`config.mk`:
```
export PLATFORM = sky130hd
export DESIGN_NAME = fetch_sequencer
export DESIGN_NICKNAME = d
export VERILOG_FILES = /design/src/rtl/fetch_pkg.sv /design/src/rtl/fetch_byte_queue.sv /design/src/rtl/fetch_sequencer.sv
export SDC_FILE = /design/constraint.sdc
export NUM_CORES = 1
export LEC_CHECK = 0
export CAP_MARGIN = 15
export CORE_UTILIZATION = 60
export CTS_BUF_LIST = sky130_fd_sc_hd__clkbuf_4 sky130_fd_sc_hd__clkbuf_8
export DETAILED_ROUTE_END_ITERATION = 16
export PLACE_DENSITY = 0.87
export SYNTH_ARGS = -nofsm -noshare
export SYNTH_HDL_FRONTEND = slang
export SYNTH_SLANG_ARGS = --single-unit
```
`constraint.sdc`:
```
create_clock -name clk -period 11.6 [get_ports clk]
set_clock_uncertainty 0.2 [all_clocks]
set_input_delay 2.32 -clock clk [delete_from_list [all_inputs] [get_ports clk]]
set_output_delay 2.32 -clock clk [all_outputs]
set_load 0.01 [all_outputs]
```
`src/rtl/fetch_pkg.sv`:
```
// fetch_pkg: shared sizes, state encoding and decoder control-bit positions for the fetch front end
package fetch_pkg;
    localparam int FETCH_BYTES  = 4;
    localparam int QUEUE_BYTES  = 16;
    localparam int WINDOW_BYTES = 5;

    typedef enum logic {ST_RUN, ST_HALT} fetch_state_t;

    localparam int CTRL_HALT    = 0;
    localparam int CTRL_JMP     = 1;
    localparam int CTRL_WE      = 2;
    localparam int CTRL_READ2   = 3;
    localparam int CTRL_READ1   = 4;
    localparam int CTRL_OP      = 5;
    localparam int CTRL_SRC2MUX = 6;
endpackage

```
`src/rtl/fetch_byte_queue.sv`:
```
// fetch_byte_queue: shift-compacting byte queue with 4-byte push, 0..5 byte pop, flush and a 5-byte head window
module fetch_byte_queue
    import fetch_pkg::*;
#(
    parameter int DEPTH = QUEUE_BYTES,
    localparam int CW = $clog2(DEPTH + 1)
) (
    input  logic                      clk,
    input  logic                      rst_n,
    input  logic                      push,
    input  logic [8*FETCH_BYTES-1:0]  push_data,
    input  logic [2:0]                pop,
    input  logic                      flush,
    output logic [CW-1:0]             count,
    output logic [CW-1:0]             count_next,
    output logic [8*WINDOW_BYTES-1:0] head
);
    localparam int DW = 8 * DEPTH;

    logic [DW-1:0] data;
    logic [DW-1:0] kept;
    logic [DW-1:0] data_next;
    logic [CW-1:0] surv;

    // bytes at index >= count are always zero, so a plain shift compacts without masking
    assign surv       = count - CW'(pop);
    assign kept       = data >> {pop, 3'b000};
    assign data_next  = flush ? '0 : push ? kept | (DW'(push_data) << {surv, 3'b000}) : kept;
    assign count_next = flush ? '0 : surv + (push ? CW'(FETCH_BYTES) : CW'(0));
    assign head       = data[8*WINDOW_BYTES-1:0];

    always_ff @(posedge clk or negedge rst_n) begin
        if (!rst_n) begin
            data  <= '0;
            count <= '0;
        end else begin
            data  <= data_next;
            count <= count_next;
        end
    end

    assert property (@(posedge clk) disable iff (!rst_n) count <= CW'(DEPTH));
endmodule

```
`src/rtl/fetch_sequencer.sv`:
```
// fetch_sequencer: fetches imem words into a byte queue and sequences decode, jump redirect and halt
module fetch_sequencer #(
    parameter int          FETCH_BYTES = fetch_pkg::FETCH_BYTES,
    parameter int          QUEUE_BYTES = fetch_pkg::QUEUE_BYTES,
    parameter logic [31:0] RESET_PC    = 32'h0000_0000
) (
    input  logic        clk,
    input  logic        rst_n,
    output logic        imem_req_valid,
    output logic [31:0] imem_req_addr,
    input  logic        imem_req_ready,
    input  logic        imem_rsp_valid,
    input  logic [31:0] imem_rsp_data,
    output logic [39:0] dec_instr,
    output logic [31:0] dec_pc,
    output logic        dec_valid,
    input  logic [7:0]  dec_length,
    input  logic [31:0] dec_imm,
    input  logic        dec_is_jmp,
    input  logic        dec_is_halt,
    input  logic        dec_ready,
    output logic        halted
);
    import fetch_pkg::*;

    localparam int CW = $clog2(QUEUE_BYTES + 1);

    fetch_state_t state;
    fetch_state_t state_n;
    logic [31:0]  pc;
    logic [31:0]  pc_n;
    logic [31:0]  fetch_addr;
    logic [31:0]  fetch_addr_n;
    logic [31:0]  target;
    logic         outstanding;
    logic         outstanding_n;
    logic         drop;
    logic         drop_n;
    logic         req_q;
    logic         req_n;
    logic         retire;
    logic         jmp_retire;
    logic         halt_retire;
    logic         req_fire;
    logic         rsp_take;
    logic         push;
    logic [2:0]   pop;
    logic [CW-1:0] count;
    logic [CW-1:0] count_next;

    fetch_byte_queue #(.DEPTH(QUEUE_BYTES)) u_queue (
        .clk       (clk),
        .rst_n     (rst_n),
        .push      (push),
        .push_data (imem_rsp_data),
        .pop       (pop),
        .flush     (jmp_retire),
        .count     (count),
        .count_next(count_next),
        .head      (dec_instr)
    );

    assign req_fire    = req_q && imem_req_ready;
    assign rsp_take    = imem_rsp_valid && outstanding;
    assign dec_valid   = state == ST_RUN && count != '0 && 8'(count) >= dec_length;
    assign retire      = dec_valid && dec_ready;
    assign halt_retire = retire && dec_is_halt;
    assign jmp_retire  = retire && dec_is_jmp && !dec_is_halt;
    assign target      = pc + 32'(dec_length) + dec_imm;
    assign pop         = halt_retire ? 3'd1 : retire ? dec_length[2:0] : 3'd0;
    assign push        = rsp_take && !drop && state == ST_RUN;

    assign state_n       = halt_retire ? ST_HALT : state;
    assign pc_n          = halt_retire ? pc + 32'd1 : jmp_retire ? target : retire ? pc + 32'(dec_length) : pc;
    assign fetch_addr_n  = jmp_retire ? target : req_fire ? fetch_addr + 32'(FETCH_BYTES) : fetch_addr;
    assign outstanding_n = req_fire || (outstanding && !imem_rsp_valid);
    // a request still in flight (or launched this very cycle) at a jump carries stale bytes
    assign drop_n        = jmp_retire ? (outstanding && !imem_rsp_valid) || req_fire : drop && !rsp_take;
    // request valid is registered from next-state values so it is low throughout reset
    assign req_n         = state_n == ST_RUN && !outstanding_n && int'(count_next) + FETCH_BYTES <= QUEUE_BYTES;

    always_ff @(posedge clk or negedge rst_n) begin
        if (!rst_n) begin
            state       <= ST_RUN;
            pc          <= RESET_PC;
            fetch_addr  <= RESET_PC;
            outstanding <= 1'b0;
            drop        <= 1'b0;
            req_q       <= 1'b0;
            halted      <= 1'b0;
        end else begin
            state       <= state_n;
            pc          <= pc_n;
            fetch_addr  <= fetch_addr_n;
            outstanding <= outstanding_n;
            drop        <= drop_n;
            req_q       <= req_n;
            halted      <= state_n == ST_HALT;
        end
    end

    assign imem_req_valid = req_q;
    assign imem_req_addr  = fetch_addr;
    assign dec_pc         = pc;

    assert property (@(posedge clk) disable iff (!rst_n) imem_req_valid |-> !outstanding);
endmodule

```
==> metrics.txt <==
Clock Latency Late Sink 0.57 ns; Hold EP imem_req_addr[0]; mapped cell area 0.0166 mm²; cell count after synthesis 2061; Die X 168 µm; non-filler instance count after layout 2503; gr ovfl total 0; Tcrit/Tclk final 72.4%; GRT Total Usage 44.0%; reg2reg path depth 14; Final GP Congestion 1.03; slowest CP cell o2111a_1; Root Driver clkbuf_8; Max FO, Critical Path 65; status finished, final reports clean; CTS tree yes; reg2reg start u_queue.count[2]; R2R Setup Slk 5.11 ns; clock tree sinks 201; vias per cell 6.95; DRT Pass-1 Iters 7; initial antenna violation count 1; Worst setup EP type flip-flop; total core area 0.0270 mm²; Final TNS setup 0 ns; Crit path arrival time 8.65 ns; CTS HTree Levels 2; critical path's most frequent cell ha_1; post-CTS sizing 0; Boundary Pins 186; reg-to-reg endpoint u_queue.data[66]; hold path cells 2; drc violations 0; Main synth FF type dfrtp_1; placed cells 2436; Slew @ Worst Pin 1.23 ns; worst vdd ir 0.114 mV; Final Slew Violations 0; Largest stage delay, worst path 0.87 ns; Multi-input gate area 0.0105 mm²; fin nets 2269; Setup Fix Bufs, Post-CTS 0; unique cell type count in the Yosys netlist 73; Power Dens Cells 211 mW/mm²; register area share after synthesis 30.3%; vias 17.4k; Die Height 168 µm; slew margin rel. 17.7%; min cycle time layout 8.40 ns; RSZ-0062 raised after global routing false; Num CTS Buffers 38; port bufs 185; fraction of layout cells with a size suffix above 1 7.36%; max_cap viols 0; Post-DP HPWL 44800 µm; row count 60; register area 0.00503 mm²; Worst EP required 11.85 ns; ys async rst share 100%; Clk pin slew, worst setup/hold paths 0.07 ns; Min Hold Slack 0.291 ns; Final Hold Vio Count 0; worst hold-check path type reg -> reg; critical path depth 16; top post-synthesis cells by count nand2_1 (299), a21oi_1 (206), nor2_1 (205), dfrtp_1 (201), mux2i_1 (163); die area 0.0283 mm²; pin count of the biggest net entering global routing 93; Critical Path, Cell by Cell clkdlybuf4s50_1, inv_1, ha_1, a21o_1, a31oi_1, o21ai_1, and3_2, buf_4, inv_2, ha_1, a211oi_1, xnor2_1, o2111a_1, and2_1, a222oi_1, a21oi_1; Initial DRC Count 2896; mean area per synthesized cell 8.06 µm²; most common cell in the synthesized netlist nand2_1; synth top area cells dfrtp_1 (30%), mux2i_1 (9.8%), nand2_1 (6.8%); syn_nets 2195; Crit Path Class in -> reg; Buf+Inv Stages, Crit Path 4; Seq cells post-synth 201; Ys Warns 0; cell family with most CP delay compound AO/OA/AOI/OAI gates; Post-CTS Hold Buffers 0; Max Buffers Root-to-Sink 3; share of the synthesized area in the top cell type 30.3%; Layout area overhead 14.2%; Initial Utilization 61.4%; remaining antenna violation count 0; first-pass GRT wire length 96100 µm; EDFF count, synth 0; vias in the first global route 16.4k; Routed Wire Length 63400 µm; wire length per cell 25.3 µm; area leader, netlist dfrtp_1; P_leak 0.00882 µW; fillers 2207; Max Clock Freq 0.119 GHz; Critical Path Start Type input port; final setup vio count 0; Final Util 70.2%; min-delay src imem_req_addr[0]
logic make-up after synthesis:
kind of cell,Yosys count,share of synthesized area (%)
simple gates,732,19.5
compound gates,576,22.3
buf+inv,224,6.79
flops,201,30.3
mux,191,12.6
xor+xnor,82,4.33
fa+ha+maj,55,4.28
layout by cell type, fill, tap and decap left out, types with 11 or more instances in the layout:
cell type	n
a211oi_1	11
a21o_1	16
a21oi_1	206
a22oi_1	106
a31oi_1	25
a32oi_1	22
and2_1	16
and3_1	28
buf_4	30
clkbuf_4	15
clkbuf_8	46
clkdlybuf4s50_1	184
dfrtp_1	201
ha_1	52
inv_1	41
mux2_2	13
mux2i_1	163
mux2i_4	12
nand2_1	299
nand3_1	85
nand4_1	22
nor2_1	200
nor3_1	26
o21a_1	12
o21ai_0	80
o22ai_1	26
o2bb2ai_1	12
xnor2_1	49
xor2_1	33
registers in the layout (all words and copies together), names as in the netlist:
| signal | cells |
|---|---|
| u_queue.data | 128 |
| u_queue.count | 5 |
| imem_req_addr | 32 |
| outstanding | 1 |
| imem_req_valid | 1 |
| state | 1 |
| dec_pc | 32 |
| drop | 1 |
tightest hold or removal path, delay by kind of cell, from the launching register on:
kind / cells / cell delay (ns)
flops: 1 / 0.35
simple gates: 2 / 0.11
per-stage QoR:
step                total power, µW  instance area [µm²]  setup slack, ns
floorplan                      2440                16600             4.94
global placement               3110                18200             3.13
detailed placement             3160                18200             2.98
CTS                            3890                19000             3.53
global route                   4160                19000             3.04
finish                         4000                19000             3.20
how the worst max path moves through the flow:
stage,startpoint,to,slack [ns]
5_1_grt,dec_length[2],u_queue.data[81],3.04
3_3_place_gp,dec_length[2],u_queue.data[81],3.13
6_report,dec_length[2],u_queue.data[66],3.20
4_1_cts,dec_length[2],u_queue.data[87],3.53
2_1_floorplan,dec_length[2],imem_req_valid,4.94
3_5_place_dp,dec_length[2],u_queue.data[87],2.98
area by class of cell:
type	count	share of cell area (%)
multi-input combinational	1636	55.3
sequential	201	26.5
timing repair buffer	215	11.0
clock buffer	60	3.86
tap	341	2.25
inverter	43	0.851
clock inverter	6	0.205
antenna	1	0.0132
power breakdown:
group | switching, µW | internal [µW] | total, µW
Sequential | 294 | 968 | 1260
Combinational | 1180 | 823 | 2000
Clock | 334 | 401 | 734
per-layer routing:
layer / share of wire [%] / GRT usage [%]
met5: 0 / 0
met4: 3.3 / 14.3
met3: 15 / 14.6
met2: 41 / 61.0
met1: 40 / 63.8
No activity file was read; power rests on OpenSTA's default activity.
